===== src/rtl/seg_scan_pkg.sv =====
// Shared definitions for the multiplexed seven-segment display: segment patterns,
// converter FSM states and a power-of-ten helper for the overflow threshold.
package seg_scan_pkg;

    typedef enum logic {IDLE, CONV} conv_state_t;

    localparam logic [6:0] SEG_BLANK = 7'h7F;
    localparam logic [6:0] SEG_DASH  = 7'b0111111;

    // Active-low gfedcba patterns; entry n is the glyph for digit n.
    localparam logic [9:0][6:0] SEG_DIGIT = {
        7'b0010000,  // 9
        7'b0000000,  // 8
        7'b1111000,  // 7
        7'b0000010,  // 6
        7'b0010010,  // 5
        7'b0011001,  // 4
        7'b0110000,  // 3
        7'b0100100,  // 2
        7'b1111001,  // 1
        7'b1000000   // 0
    };

    function automatic logic [63:0] pow10(input int unsigned n);
        logic [63:0] r;
        r = 64'd1;
        for (int unsigned i = 0; i < n; i++) begin
            r = r * 64'd10;
        end
        return r;
    endfunction

    function automatic logic [6:0] seg_decode(input logic [3:0] nib);
        if (nib > 4'd9) begin
            return SEG_BLANK;
        end
        return SEG_DIGIT[nib];
    endfunction

endpackage


===== src/rtl/seg_scan_bin2bcd_seq.sv =====
// Sequential double-dabble binary-to-BCD engine (module bin2bcd_seq): one shift per
// clock, VALUE_WIDTH clocks per conversion, load accepted only while idle.
module bin2bcd_seq
    import seg_scan_pkg::*;
#(
    parameter int unsigned VALUE_WIDTH = 14,
    parameter int unsigned NUM_DIGITS  = 4
) (
    input  logic                        clk,
    input  logic                        reset,
    input  logic                        i_load,
    input  logic [VALUE_WIDTH-1:0]      i_value,
    output logic                        o_busy,
    output logic                        o_done,
    output logic [4*NUM_DIGITS-1:0]     o_bcd
);

    localparam int unsigned BCD_W = 4 * NUM_DIGITS;
    localparam int unsigned SR_W  = BCD_W + VALUE_WIDTH;
    localparam int unsigned CNT_W = $clog2(VALUE_WIDTH + 1);
    localparam logic [CNT_W-1:0] LAST = CNT_W'(VALUE_WIDTH - 1);

    conv_state_t       r_state;
    conv_state_t       w_state_next;
    logic [SR_W-1:0]   r_sr;
    logic [SR_W-1:0]   w_sr_adj;
    logic [SR_W-1:0]   w_sr_shift;
    logic [CNT_W-1:0]  r_cnt;

    always_comb begin
        w_sr_adj = r_sr;
        for (int unsigned d = 0; d < NUM_DIGITS; d++) begin
            if (r_sr[VALUE_WIDTH + 4*d +: 4] >= 4'd5) begin
                w_sr_adj[VALUE_WIDTH + 4*d +: 4] = r_sr[VALUE_WIDTH + 4*d +: 4] + 4'd3;
            end
        end
        w_sr_shift = {w_sr_adj[SR_W-2:0], 1'b0};
    end

    always_comb begin
        w_state_next = r_state;
        o_busy       = 1'b0;
        o_done       = 1'b0;
        unique case (r_state)
            IDLE: begin
                if (i_load) begin
                    w_state_next = CONV;
                end
            end
            CONV: begin
                o_busy = 1'b1;
                if (r_cnt == LAST) begin
                    o_done       = 1'b1;
                    w_state_next = IDLE;
                end
            end
            default: w_state_next = IDLE;
        endcase
    end

    // The result is taken from the final shift combinationally so the display
    // register can load it on the same edge that returns the FSM to idle.
    assign o_bcd = w_sr_shift[SR_W-1 -: BCD_W];

    always_ff @(posedge clk) begin
        if (reset) begin
            r_state <= IDLE;
            r_sr    <= '0;
            r_cnt   <= '0;
        end else begin
            r_state <= w_state_next;
            if (r_state == IDLE) begin
                if (i_load) begin
                    r_sr  <= {{BCD_W{1'b0}}, i_value};
                    r_cnt <= '0;
                end
            end else begin
                r_sr  <= w_sr_shift;
                r_cnt <= r_cnt + 1'b1;
            end
        end
    end

endmodule


===== src/rtl/seg_scan_display.sv =====
// Multiplexed common-anode seven-segment driver with sequential BCD conversion.
// Optional leading-zero blanking: define SEG_LEADING_ZERO_BLANK_EN.
module seg_scan_display
    import seg_scan_pkg::*;
#(
    parameter int unsigned NUM_DIGITS  = 4,
    parameter int unsigned VALUE_WIDTH = 14,
    parameter int unsigned REFRESH_DIV = 10000
) (
    input  logic                    clk,
    input  logic                    reset,
    input  logic [VALUE_WIDTH-1:0]  value,
    input  logic                    load,
    output logic                    busy,
    output logic [6:0]              seg,
    output logic [NUM_DIGITS-1:0]   an
);

    localparam int unsigned CNT_W = $clog2(REFRESH_DIV);
    localparam int unsigned IDX_W = (NUM_DIGITS > 1) ? $clog2(NUM_DIGITS) : 1;

    logic                    w_busy;
    logic                    w_done;
    logic                    w_start;
    logic                    w_ovf_in;
    logic [4*NUM_DIGITS-1:0] w_bcd;
    logic                    r_ovf_pend;
    logic [4*NUM_DIGITS-1:0] r_bcd;
    logic                    r_ovf;

    logic [CNT_W-1:0]        r_cnt;
    logic                    w_wrap;
    logic [IDX_W-1:0]        r_idx;
    logic [IDX_W-1:0]        w_idx_next;
    logic                    r_started;
    logic                    w_started_next;
    logic [NUM_DIGITS-1:0]   w_lz;
    logic                    w_nz;
    logic [3:0]              w_nib;
    logic                    w_blank;
    logic [6:0]              w_seg_next;
    logic [NUM_DIGITS-1:0]   w_an_next;
    logic [6:0]              r_seg;
    logic [NUM_DIGITS-1:0]   r_an;

    bin2bcd_seq #(
        .VALUE_WIDTH (VALUE_WIDTH),
        .NUM_DIGITS  (NUM_DIGITS)
    ) u_bin2bcd (
        .clk     (clk),
        .reset   (reset),
        .i_load  (load),
        .i_value (value),
        .o_busy  (w_busy),
        .o_done  (w_done),
        .o_bcd   (w_bcd)
    );

    assign busy     = w_busy;
    assign w_start  = load & ~w_busy;
    assign w_ovf_in = (64'(value) >= pow10(NUM_DIGITS));

    always_ff @(posedge clk) begin
        if (reset) begin
            r_ovf_pend <= 1'b0;
            r_bcd      <= '0;
            r_ovf      <= 1'b0;
        end else begin
            if (w_start) begin
                r_ovf_pend <= w_ovf_in;
            end
            if (w_done) begin
                r_bcd <= w_bcd;
                r_ovf <= r_ovf_pend;
            end
        end
    end

    assign w_wrap         = (r_cnt == CNT_W'(REFRESH_DIV - 1));
    assign w_started_next = r_started | w_wrap;

    // The first wrap after reset lights digit 0 rather than advancing past it.
    always_comb begin
        w_idx_next = r_idx;
        if (w_wrap && r_started) begin
            if (r_idx == IDX_W'(NUM_DIGITS - 1)) begin
                w_idx_next = '0;
            end else begin
                w_idx_next = r_idx + 1'b1;
            end
        end
    end

    always_comb begin
        w_lz = '0;
        w_nz = 1'b0;
`ifdef SEG_LEADING_ZERO_BLANK_EN
        for (int unsigned d = NUM_DIGITS - 1; d > 0; d--) begin
            w_nz    = w_nz | (r_bcd[4*d +: 4] != 4'd0);
            w_lz[d] = ~w_nz;
        end
`else
        w_nz = 1'b1;
`endif
    end

    always_comb begin
        w_nib   = '0;
        w_blank = 1'b0;
        for (int unsigned d = 0; d < NUM_DIGITS; d++) begin
            if (w_idx_next == IDX_W'(d)) begin
                w_nib   = r_bcd[4*d +: 4];
                w_blank = w_lz[d];
            end
        end
        if (r_ovf) begin
            w_seg_next = SEG_DASH;
        end else if (w_blank) begin
            w_seg_next = SEG_BLANK;
        end else begin
            w_seg_next = seg_decode(w_nib);
        end
        w_an_next = ~(NUM_DIGITS'(1) << w_idx_next);
    end

    // seg and an come from the same next-index so they always switch together.
    always_ff @(posedge clk) begin
        if (reset) begin
            r_cnt     <= '0;
            r_idx     <= '0;
            r_started <= 1'b0;
            r_seg     <= SEG_BLANK;
            r_an      <= '1;
        end else begin
            r_cnt     <= w_wrap ? '0 : r_cnt + 1'b1;
            r_idx     <= w_idx_next;
            r_started <= w_started_next;
            if (w_started_next) begin
                r_seg <= w_seg_next;
                r_an  <= w_an_next;
            end
        end
    end

    assign seg = r_seg;
    assign an  = r_an;

endmodule


===== config.mk =====
export PLATFORM = sky130hd
export DESIGN_NAME = seg_scan_display
export DESIGN_NICKNAME = d
export VERILOG_FILES = /design/src/rtl/seg_scan_pkg.sv /design/src/rtl/seg_scan_bin2bcd_seq.sv /design/src/rtl/seg_scan_display.sv
export SDC_FILE = /design/constraint.sdc
export NUM_CORES = 1
export LEC_CHECK = 0
export BUFFER_PORTS_ARGS = -buffer_cell sky130_fd_sc_hd__buf_2
export CORE_UTILIZATION = 55
export DETAILED_ROUTE_END_ITERATION = 6
export PLACE_DENSITY = 0.74
export SYNTH_ARGS = -nofsm -noshare
export SYNTH_HDL_FRONTEND = slang
export SYNTH_SLANG_ARGS = --single-unit

===== constraint.sdc =====
create_clock -name clk -period 4.6 [get_ports clk]
set_input_delay 0.92 -clock clk [delete_from_list [all_inputs] [get_ports clk]]
set_output_delay 0.92 -clock clk [all_outputs]
set_load 0.01 [all_outputs]

==> flow_metrics.py <==
metrics = {
    "outcome": {
        "status": "complete, no violations",
    },
    "sta": {
        "tightest_slew_ns": 0.754,
        "period_needed_ns": 3.37,
        "skew_ns": 0.00652,
        "final_max_slew_viol_count": 0,
        "rsz0062_at_grt": "false",
        "fmax_mhz": 297,
        "setup_viol": 0,
        "finalSetupTns_ns": 0,
        "period_share_pct": 73.3,
        "hold_violations": 0,
        "relSlewSlack_pct": 49.7,
    },
    "synth": {
        "yosysSeqAreaShare_pct": 41.1,
        "postSynthAreaPerCell_um2": 8.51,
        "synth_edf_count": 0,
        "synth_flop_cell": "dfxtp_1",
        "postSynthCellCount": 464,
        "syn-num-nets": 499,
        "synth_cell_type_count": 46,
        "synth_area_um2": 3950,
        "yosys_warnings": 0,
        "synthArstFlopShare_pct": 0,
        "yosys_register_bits": 81,
    },
    "critical_path": {
        "r2r-end": "seg[5]",
        "worstSetupStartpointType": "flip-flop",
        "max_stage_delay_ns": 0.53,
        "slowest_stage": "a2111o_2",
        "critPathArrivalTime_ns": 3.60,
        "crit_family": "compound AO/OA/AOI/OAI gates",
        "rrSetupSlack_ns": 1.23,
        "worstPathRequired_ns": 4.83,
        "crit_chain": "ha_1, and3_1, nand4_2, mux2i_2, buf_4, mux2_2, a21oi_1, ha_1, o21ai_1, a2111o_2, o22a_1",
        "critPathMaxFanout": 13,
        "critPathKind": "reg -> reg",
        "rr_worst_depth": 11,
        "cp_num_buf_inv": 1,
        "cp_common_cell": "ha_1",
        "setup.worst_path.end_class": "flip-flop",
        "worst-path-stages": 11,
        "rr_startpoint": "r_cnt[0]",
    },
    "floorplan": {
        "die_x_um": 86.7,
        "core_area_um2": 6870,
        "start_util_pct": 57.5,
        "die_h_um": 86.7,
        "rows": 30,
        "die_area_um2": 7520,
        "num_io_pins": 29,
    },
    "power_and_ir_drop": {
        "irDropWorstVdd_v": 0.000213,
        "powerDensity_nw_per_um2": 291,
        "p_leak_nw": 1.73,
    },
    "detailed_routing": {
        "drc": 0,
        "detail_route.wl_per_cell_um": 12.6,
        "drt_iter0_drc": 136,
        "drt_wl_total_um": 7270,
        "vias": 3112,
        "ant_nets": 0,
        "first_pass_iters": 4,
        "vias_per_cell": 5.40,
    },
    "clock_network": {
        "cts_resized": 0,
        "clock_latency_ns": 0.34,
        "cts_max_level": 3,
        "cts_buffers": 9,
        "clkTransAtPathRegs_ns": 0.07,
        "cts-root-buf": "clkbuf_8",
        "cts_num_sinks": 81,
        "cts_tree": "yes",
        "clockBufferDepth": 2,
        "hold_buffers": 0,
        "cts_setup_buffers": 0,
    },
    "cells_and_area": {
        "layout-drive-gt1-share_pct": 13.1,
        "layout_commonest_cell": "nor2_1",
        "diodes": 0,
        "area_delta_synth_final_pct": 8.21,
        "final_nets": 512,
        "final_area_um2": 4270,
        "final_core_util_pct": 62.2,
        "final_cell_mix": "nor2_1, dfxtp_1, a21oi_1",
        "fillers": 632,
    },
    "hold_path": {
        "hold_depth": 1,
        "hold_end": "r_cnt[0]",
        "hp-class": "reg -> reg",
        "hp-start": "r_cnt[0]",
    },
    "grt": {
        "grt_max_degree": 65,
        "antenna_found_initial": 0,
        "grt_pass1_vias": 2900,
        "track_usage_pct": 21.4,
        "overflow": 0,
        "grt_pass1_wl_um": 12700,
    },
    "placed_design": {
        "portBuffers": 28,
        "place_area_um2": 4100,
        "globalplace.congestion": 0.758,
        "dp_hpwl_um": 5050,
    },
    "flow_run": {
        "max_cap_violations": 0,
    },
}
## registers in the layout, summed over array words and instances, names as in the netlist
register and flops:
u_bin2bcd.r_sr 30, u_bin2bcd.r_state 1, u_bin2bcd.r_cnt 4, r_bcd 16
r_ovf 1, an 4, r_cnt 14, seg 7
r_ovf_pend 1, r_started 1, r_idx 2
## cell type report
cell class	count	area, µm²	share of cell area (%)
Tap cell	96	120	2.81
Sequential cell	81	1620	38.0
Clock inverter	3	17.5	0.410
Inverter	14	52.6	1.23
Clock buffer	11	151	3.54
Timing Repair Buffer	31	163	3.81
Multi-Input combinational cell	340	2140	50.2
## stage by stage
stage | power, mW | cells | setup WS, ns | hold slack (ns)
final | 1.24 | 576 | 1.23 | 0.446
after global routing | 1.31 | 576 | 1.02 | 0.481
after CTS | 1.26 | 576 | 1.22 | 0.451
after detailed placement | 0.811 | 562 | 1.25 | 0.440
after global placement | 0.808 | 562 | 1.38 | 0.422
after floorplan | 0.791 | 464 | 1.41 | 0.413
## how the worst max path moves through the flow
stage               slack [ns]     end  startpoint
floorplan                 1.41  seg[5]    r_cnt[0]
global placement          1.38  seg[5]    r_cnt[0]
detailed placement        1.25  seg[5]    r_cnt[0]
CTS                       1.22  seg[5]    r_cnt[0]
global route              1.02  seg[5]    r_cnt[0]
finish                    1.23  seg[5]    r_cnt[0]
## logic make-up (layout without fill, tap and decap cells)
group / after synthesis / after routing / share of synthesized area, %
AO/OA/AOI/OAI: 87 / 87 / 13.2
XOR/XNOR: 16 / 16 / 3.55
adder cells (fa/ha/maj): 18 / 18 / 5.71
buffers and inverters: 43 / 59 / 4.60
flip-flops: 81 / 81 / 41.1
multiplexers: 35 / 35 / 9.57
AND/OR/NAND/NOR: 184 / 184 / 22.3
## report_power, final
group	switching, mW	internal (mW)	total (mW)
Clock	0.232	0.218	0.450
Sequential	0.0115	0.713	0.724
Combinational	0.0420	0.0273	0.0693
## cells in the mapped netlist, drive strengths merged (2+ instances only)
cell | n | area share (%)
dfxtp | 81 | 41
a311oi | 4 | 0.89
nand2 | 38 | 3.6
nor2b | 3 | 0.48
ha | 18 | 5.7
clkbuf | 21 | 2.0
mux2i | 32 | 8.6
inv | 14 | 1.3
buf | 8 | 1.3
nand3 | 12 | 1.5
nand4 | 3 | 0.63
mux2 | 3 | 0.95
and3 | 5 | 0.79
o21bai | 3 | 0.57
o22a | 6 | 1.5
xnor2 | 9 | 2.0
xor2 | 7 | 1.6
nor4b | 2 | 1.2
a21oi | 50 | 6.3
nor3 | 15 | 1.9
nand2b | 8 | 1.3
nor3b | 11 | 2.1
a211oi | 3 | 0.57
nor2 | 81 | 7.7
o21ai | 15 | 1.9
## layer usage
layer / vias to the layer above / GRT usage (%) / routed length [µm]
met5: - / 0 / 0
met4: 0 / 7.42 / 80
met3: 6 / 5.90 / 273
met2: 49 / 39.0 / 3560
met1: 1450 / 24.0 / 3360
li1: 1607 / - / -
(Power assumes the default switching activity.)
